===== src/rtl/baud_pkg.sv =====
// Shared widths, baud constants and the divisor helper
// for the fractional baud-rate generator.
package baud_pkg;

    localparam int DIV_W = 16 + 8;

    localparam int BAUD_9600   = 9600;
    localparam int BAUD_115200 = 115200;
    localparam int BAUD_921600 = 921600;

    // Rounded {I,F}: clk_hz * 2^frac / (os * baud).
    function automatic logic [63:0] calc_div(
        input longint clk_hz,
        input longint baud,
        input longint os,
        input int     frac
    );
        longint den;
        longint num;
        den = os * baud;
        num = (clk_hz << frac) + den / 2;
        return 64'(num / den);
    endfunction

endpackage


===== src/rtl/baud_frac_div.sv =====
// Fractional period core: cnt/acc/extend, registered tick.
// Ports: clk, rst, en, clear, load, div_i/div_f in; last, tick out.
module baud_frac_div #(
    parameter int INT_BITS  = 16,
    parameter int FRAC_BITS = 8
) (
    input  logic                 clk,
    input  logic                 rst,
    input  logic                 en,
    input  logic                 clear,
    input  logic                 load,
    input  logic [INT_BITS-1:0]  div_i,
    input  logic [FRAC_BITS-1:0] div_f,
    output logic                 last,
    output logic                 tick
);

    logic [INT_BITS-1:0]  cnt;
    logic [INT_BITS-1:0]  len_m1;
    logic [FRAC_BITS-1:0] acc;
    logic                 ext;
    logic [FRAC_BITS:0]   sum;

    assign len_m1 = div_i
                  + {{(INT_BITS-1){1'b0}}, ext}
                  - {{(INT_BITS-1){1'b0}}, 1'b1};

    // >= rather than == so a divisor shrunk while frozen
    // cannot strand cnt beyond the new period end.
    assign last = (cnt >= len_m1);
    assign sum  = {1'b0, acc} + {1'b0, div_f};

    always_ff @(posedge clk) begin
        if (rst) begin
            cnt  <= '0;
            acc  <= '0;
            ext  <= 1'b0;
            tick <= 1'b0;
        end else if (clear) begin
            cnt  <= '0;
            acc  <= '0;
            ext  <= 1'b0;
            tick <= 1'b0;
        end else begin
            tick <= en & last;
            if (en) begin
                cnt <= last ? '0 : cnt + 1'b1;
            end
            if (load) begin
                acc <= '0;
                ext <= 1'b0;
            end else if (en && last) begin
                acc <= sum[FRAC_BITS-1:0];
                ext <= sum[FRAC_BITS];
            end
        end
    end

endmodule


===== src/rtl/baud_gen_frac.sv =====
// Fractional baud generator: oversample tick, bit tick, divisor reload.
// Ports: clk, rst, en, sync, div_in/div_valid/div_ready, cur_div, tick, bit_tick, cfg_err.
module baud_gen_frac
    import baud_pkg::*;
#(
    parameter int CLK_FREQ_HZ  = 100_000_000,
    parameter int DEFAULT_BAUD = BAUD_115200,
    parameter int OVERSAMPLE   = 16,
    parameter int FRAC_BITS    = 8,
    parameter int INT_BITS     = 16
) (
    input  logic                          clk,
    input  logic                          rst,
    input  logic                          en,
    input  logic                          sync,
    input  logic [INT_BITS+FRAC_BITS-1:0] div_in,
    input  logic                          div_valid,
    output logic                          div_ready,
    output logic [INT_BITS+FRAC_BITS-1:0] cur_div,
    output logic                          tick,
    output logic                          bit_tick,
    output logic                          cfg_err
);

    localparam int DW  = INT_BITS + FRAC_BITS;
    localparam int OSW = $clog2(OVERSAMPLE);

    localparam logic [63:0] DEF_FULL = calc_div(
        longint'(CLK_FREQ_HZ), longint'(DEFAULT_BAUD),
        longint'(OVERSAMPLE), FRAC_BITS);

    localparam logic [DW-1:0]  DIV_DEFAULT = DEF_FULL[DW-1:0];
    localparam logic [DW-1:0]  DIV_CLAMP   = {INT_BITS'(2), FRAC_BITS'(0)};
    localparam logic [OSW-1:0] OS_LAST     = OSW'(OVERSAMPLE - 1);
    localparam logic [OSW-1:0] OS_HALF     = OSW'(OVERSAMPLE / 2);

    logic [DW-1:0]  pend;
    logic           pend_vld;
    logic [OSW-1:0] os_cnt;
    logic           last;
    logic           fire;
    logic           apply;
    logic           accept;
    logic           clamp;

    assign div_ready = ~pend_vld;
    assign accept    = div_valid & div_ready;
    assign clamp     = div_in[DW-1:FRAC_BITS] < INT_BITS'(2);
    assign fire      = en & last & ~sync;

    // Frozen counters have no boundary to wait for, so apply at once.
    assign apply = pend_vld & (sync | ~en | last);

    baud_frac_div #(
        .INT_BITS  (INT_BITS),
        .FRAC_BITS (FRAC_BITS)
    ) u_div (
        .clk   (clk),
        .rst   (rst),
        .en    (en),
        .clear (sync),
        .load  (apply),
        .div_i (cur_div[DW-1:FRAC_BITS]),
        .div_f (cur_div[FRAC_BITS-1:0]),
        .last  (last),
        .tick  (tick)
    );

    always_ff @(posedge clk) begin
        if (rst) begin
            os_cnt   <= '0;
            bit_tick <= 1'b0;
            cur_div  <= DIV_DEFAULT;
            pend     <= '0;
            pend_vld <= 1'b0;
            cfg_err  <= 1'b0;
        end else begin
            bit_tick <= fire & (os_cnt == OS_LAST);
            if (sync) begin
                os_cnt <= OS_HALF;
            end else if (fire) begin
                os_cnt <= (os_cnt == OS_LAST) ? '0 : os_cnt + 1'b1;
            end
            if (apply) begin
                cur_div  <= pend;
                pend_vld <= 1'b0;
            end else if (accept) begin
                pend     <= clamp ? DIV_CLAMP : div_in;
                pend_vld <= 1'b1;
                if (clamp) begin
                    cfg_err <= 1'b1;
                end
            end
        end
    end

endmodule


===== config.mk =====
export PLATFORM = sky130hd
export DESIGN_NAME = baud_gen_frac
export DESIGN_NICKNAME = d
export VERILOG_FILES = /design/src/rtl/baud_pkg.sv /design/src/rtl/baud_frac_div.sv /design/src/rtl/baud_gen_frac.sv
export SDC_FILE = /design/constraint.sdc
export NUM_CORES = 1
export LEC_CHECK = 0
export BUFFER_PORTS_ARGS = -buffer_cell sky130_fd_sc_hd__buf_2
export CAP_MARGIN = 10
export CORE_MARGIN = 1
export CORE_UTILIZATION = 40
export CTS_BUF_LIST = sky130_fd_sc_hd__clkbuf_4
export DETAILED_ROUTE_END_ITERATION = 7
export HOLD_SLACK_MARGIN = 0.12
export PLACE_DENSITY = 0.7
export SYNTH_ARGS = -nofsm -noshare
export SYNTH_HDL_FRONTEND = slang
export SYNTH_SLANG_ARGS = --single-unit

===== constraint.sdc =====
create_clock -name clk -period 6 [get_ports clk]
set_clock_uncertainty 0.1 [all_clocks]
set_input_delay 0.6 -clock clk [delete_from_list [all_inputs] [get_ports clk]]
set_output_delay 0.6 -clock clk [all_outputs]
set_load 0.02 [all_outputs]

==> results.sh <==
export IMPL_outcome="completed"
export IMPL_finalCritPeriodShare_pct=74.90
export IMPL_grt_max_degree=52
export IMPL_synth_fp_nets=521
export IMPL_port_buffers=56
export IMPL_initialDrtViolationCount=105
export IMPL_rows=36
export IMPL_vias_per_cell=4.989
export IMPL_yosys_register_bits=81
export IMPL_yosys_top_cells_count="81 x dfxtp_1, 68 x nand2_1, 68 x nor2_1, 41 x a21oi_1, 28 x ha_1"
export IMPL_post_cts_buffers=0
export IMPL_avgRoutedWirePerCell_um=12.94
export IMPL_synthArstFlopShare_pct=0
export IMPL_yosys_cell_count_top_type="dfxtp_1"
export IMPL_worstPathRequired_ns=6.26
export IMPL_postCtsHoldBufs=0
export IMPL_crit_family="simple AND/OR/NAND/NOR gates"
export IMPL_post_place_ws_ns=1.527
export IMPL_tightest_slew_ns=0.9445
export IMPL_insertion_delay_ns=0.44
export IMPL_hpwl_um=6246
export IMPL_vias=3253
export IMPL_cp_start_kind="register"
export IMPL_numClockSinks=81
export IMPL_yosysTopAreaCellShare_pct=40.41
export IMPL_cts_root_buffer="clkbuf_4"
export IMPL_area_delta_synth_final_pct=12.47
export IMPL_yosysTopAreaCell="dfxtp_1"
export IMPL_vdd_ir_drop_max_mv=0.09382
export IMPL_clockBufferDepth=2
export IMPL_fp_dieW_um=102.2
export IMPL_power_leakage_nw=1.959
export IMPL_cts_htree_levels=3
export IMPL_clk_pin_slew_ns=0.13
export IMPL_synth_area_per_cell_um2=8.667
export IMPL_arrival_ns=4.75
export IMPL_fin_tns_setup_ns=0
export IMPL_route_antenna_remaining_nets=0
export IMPL_gp_congestion=0.7933
export IMPL_relSlewSlack_pct=37.02
export IMPL_start_util_pct=41.24
export IMPL_fin_nets=573
export IMPL_synth_edf_count=0
export IMPL_numCtsBuffers=9
export IMPL_worstHoldPathType="in -> reg"
export IMPL_yosys_warnings=0
export IMPL_setup_viol=0
export IMPL_synth_area_top_cells="dfxtp_1 40%, ha_1 8.7%, nand2_1 6.4%, nor2_1 6.4%, mux2i_1 6.2%"
export IMPL_final_hold_violation_count=0
export IMPL_drt_pass1_iter_count=4
export IMPL_cts_tree="yes"
export IMPL_antenna_found_initial=0
export IMPL_cp_slowest_stage_delay_ns=0.85
export IMPL_boundaryPins=57
export IMPL_core_area_mm2=0.009729
export IMPL_layout_min_cycle_time_ns=4.494
export IMPL_powerDensity_mw_per_mm2=220.3
export IMPL_cpMostUsedCell="nand2_1"
export IMPL_first_global_vias=3013
export IMPL_slew_violations=0
export IMPL_fin_ws_ns=1.506
export IMPL_crit_slowest_cell="o21ai_2"
export IMPL_cp_end_kind="register"
export IMPL_yosysSeqAreaShare_pct=40.41
export IMPL_path_cells="inv_1 -> ha_1 -> nor3b_1 -> nand2_1 -> nor3_1 -> nand2_1 -> xor2_1 -> ha_1 -> a21o_1 -> a21oi_1 -> o221ai_1 -> o21ai_2 -> nand2_1 -> nor2_1"
export IMPL_path_class="reg -> reg"
export IMPL_wirelength_um=8436
export IMPL_ys_types=50
export IMPL_maxCapViolations=0
export IMPL_grt_first_pass_wirelength_um=14140
export IMPL_fmaxAchievable_ghz=0.2225
export IMPL_netlist_instances=463
export IMPL_path_max_fanout=19
export IMPL_rsz0062_at_grt="no"
export IMPL_drc_errors=0
export IMPL_die_h_um=102.2
export IMPL_n_antenna_cell=0
export IMPL_netlist_area_mm2=0.004013
export IMPL_drive_above_1_share_pct=15.99
export IMPL_synth_flop_cell="dfxtp_1"
export IMPL_grt_util_all_layers_pct=17.35
export IMPL_post_cts_resized=0
export IMPL_die_area_mm2=0.01044
export IMPL_overflow=0
export IMPL_cp_num_buf_inv=1
==> layout make-up <==
class | count | area, um^2
clock inverter | 5 | 55.05
tap | 133 | 166.4
clock buffer | 10 | 75.07
fill | 980 | 5216
sequential | 81 | 1622
inverter | 16 | 60.06
multi-input combinational | 349 | 2240
timing repair buffer | 58 | 295.3
==> worst paths after layout <==
check                 start            to  slack [ns]  cells past startpoint
setup / recovery  u_div.ext  u_div.cnt[9]        1.51                     14
hold / removal    div_in[1]       pend[1]        0.29                      3
setup reg to reg  u_div.ext  u_div.cnt[9]        1.51                     14
hold reg to reg     cfg_err       cfg_err        0.36                      2
==> per-layer routing <==
metal	vias up	part of all wire [%]	track usage [%]
li1	1690	-	-
met1	1496	50	23.00
met2	50	45	26.90
met3	17	2.5	3.283
met4	0	2.9	8.901
met5	-	0	0
==> registers in the layout, summed over array words and instances, names as in the netlist <==
signal and count:
u_div.acc 8, os_cnt 4, u_div.ext 1, u_div.cnt 16, cfg_err 1, bit_tick 1
pend 24, pend_vld 1, cur_div 24, u_div.tick 1
==> tightest hold or removal path, stage by stage <==
cell,delay (ns)
buf_2,0.10
nand2_1,0.05
a21oi_1,0.05
==> metrics by stage <==
stage | instances | cell area [um^2] | power [W] | hold slack, ns | util [%]
floorplan | 463 | 4013 | 0.0006578 | 0.3356 | -
global placement | 637 | 4383 | 0.0006883 | 0.3361 | 45.05
detailed placement | 637 | 4383 | 0.0006905 | 0.3380 | 45.05
CTS | 652 | 4513 | 0.001004 | 0.2681 | 46.39
global route | 652 | 4513 | 0.001042 | 0.2662 | 46.39
finish | 652 | 4513 | 0.0009942 | 0.2908 | 46.39
==> cell families (layout without fill, tap and decap cells) <==
kind of cell | count (synthesis) | count (layout) | synth area share (%)
buffers and inverters | 33 | 89 | 3.773
multiplexers | 25 | 25 | 6.236
AO/OA/AOI/OAI | 66 | 66 | 11.29
XOR/XNOR | 34 | 34 | 7.421
AND/OR/NAND/NOR | 195 | 195 | 21.64
flip-flops | 81 | 81 | 40.41
adder cells (fa/ha/maj) | 29 | 29 | 9.230
==> power by group <==
part	internal, W	total, W	switching (W)	leakage, nW
Combinational	0.0000429	0.000107	0.0000640	1.23
Sequential	0.000555	0.000571	0.0000157	0.659
Clock	0.000129	0.000316	0.000187	0.0703
==> cell usage in the layout (no fill, tap or decap), types with 3 or more instances in the layout <==
cell	Yosys	layout
a21oi_1	41	41
and3_1	3	3
buf_2	1	56
clkbuf_4	0	10
dfxtp_1	81	81
ha_1	28	28
inv_1	16	16
mux2i_1	25	25
nand2_1	68	68
nand3_1	9	9
nand4_1	6	6
nor2_1	68	68
nor3_1	14	14
nor4_1	8	8
o21a_1	4	4
or2_2	3	3
or3_1	3	3
xnor2_1	21	21
xor2_1	13	13
No activity file was read; power rests on OpenSTA's default activity.
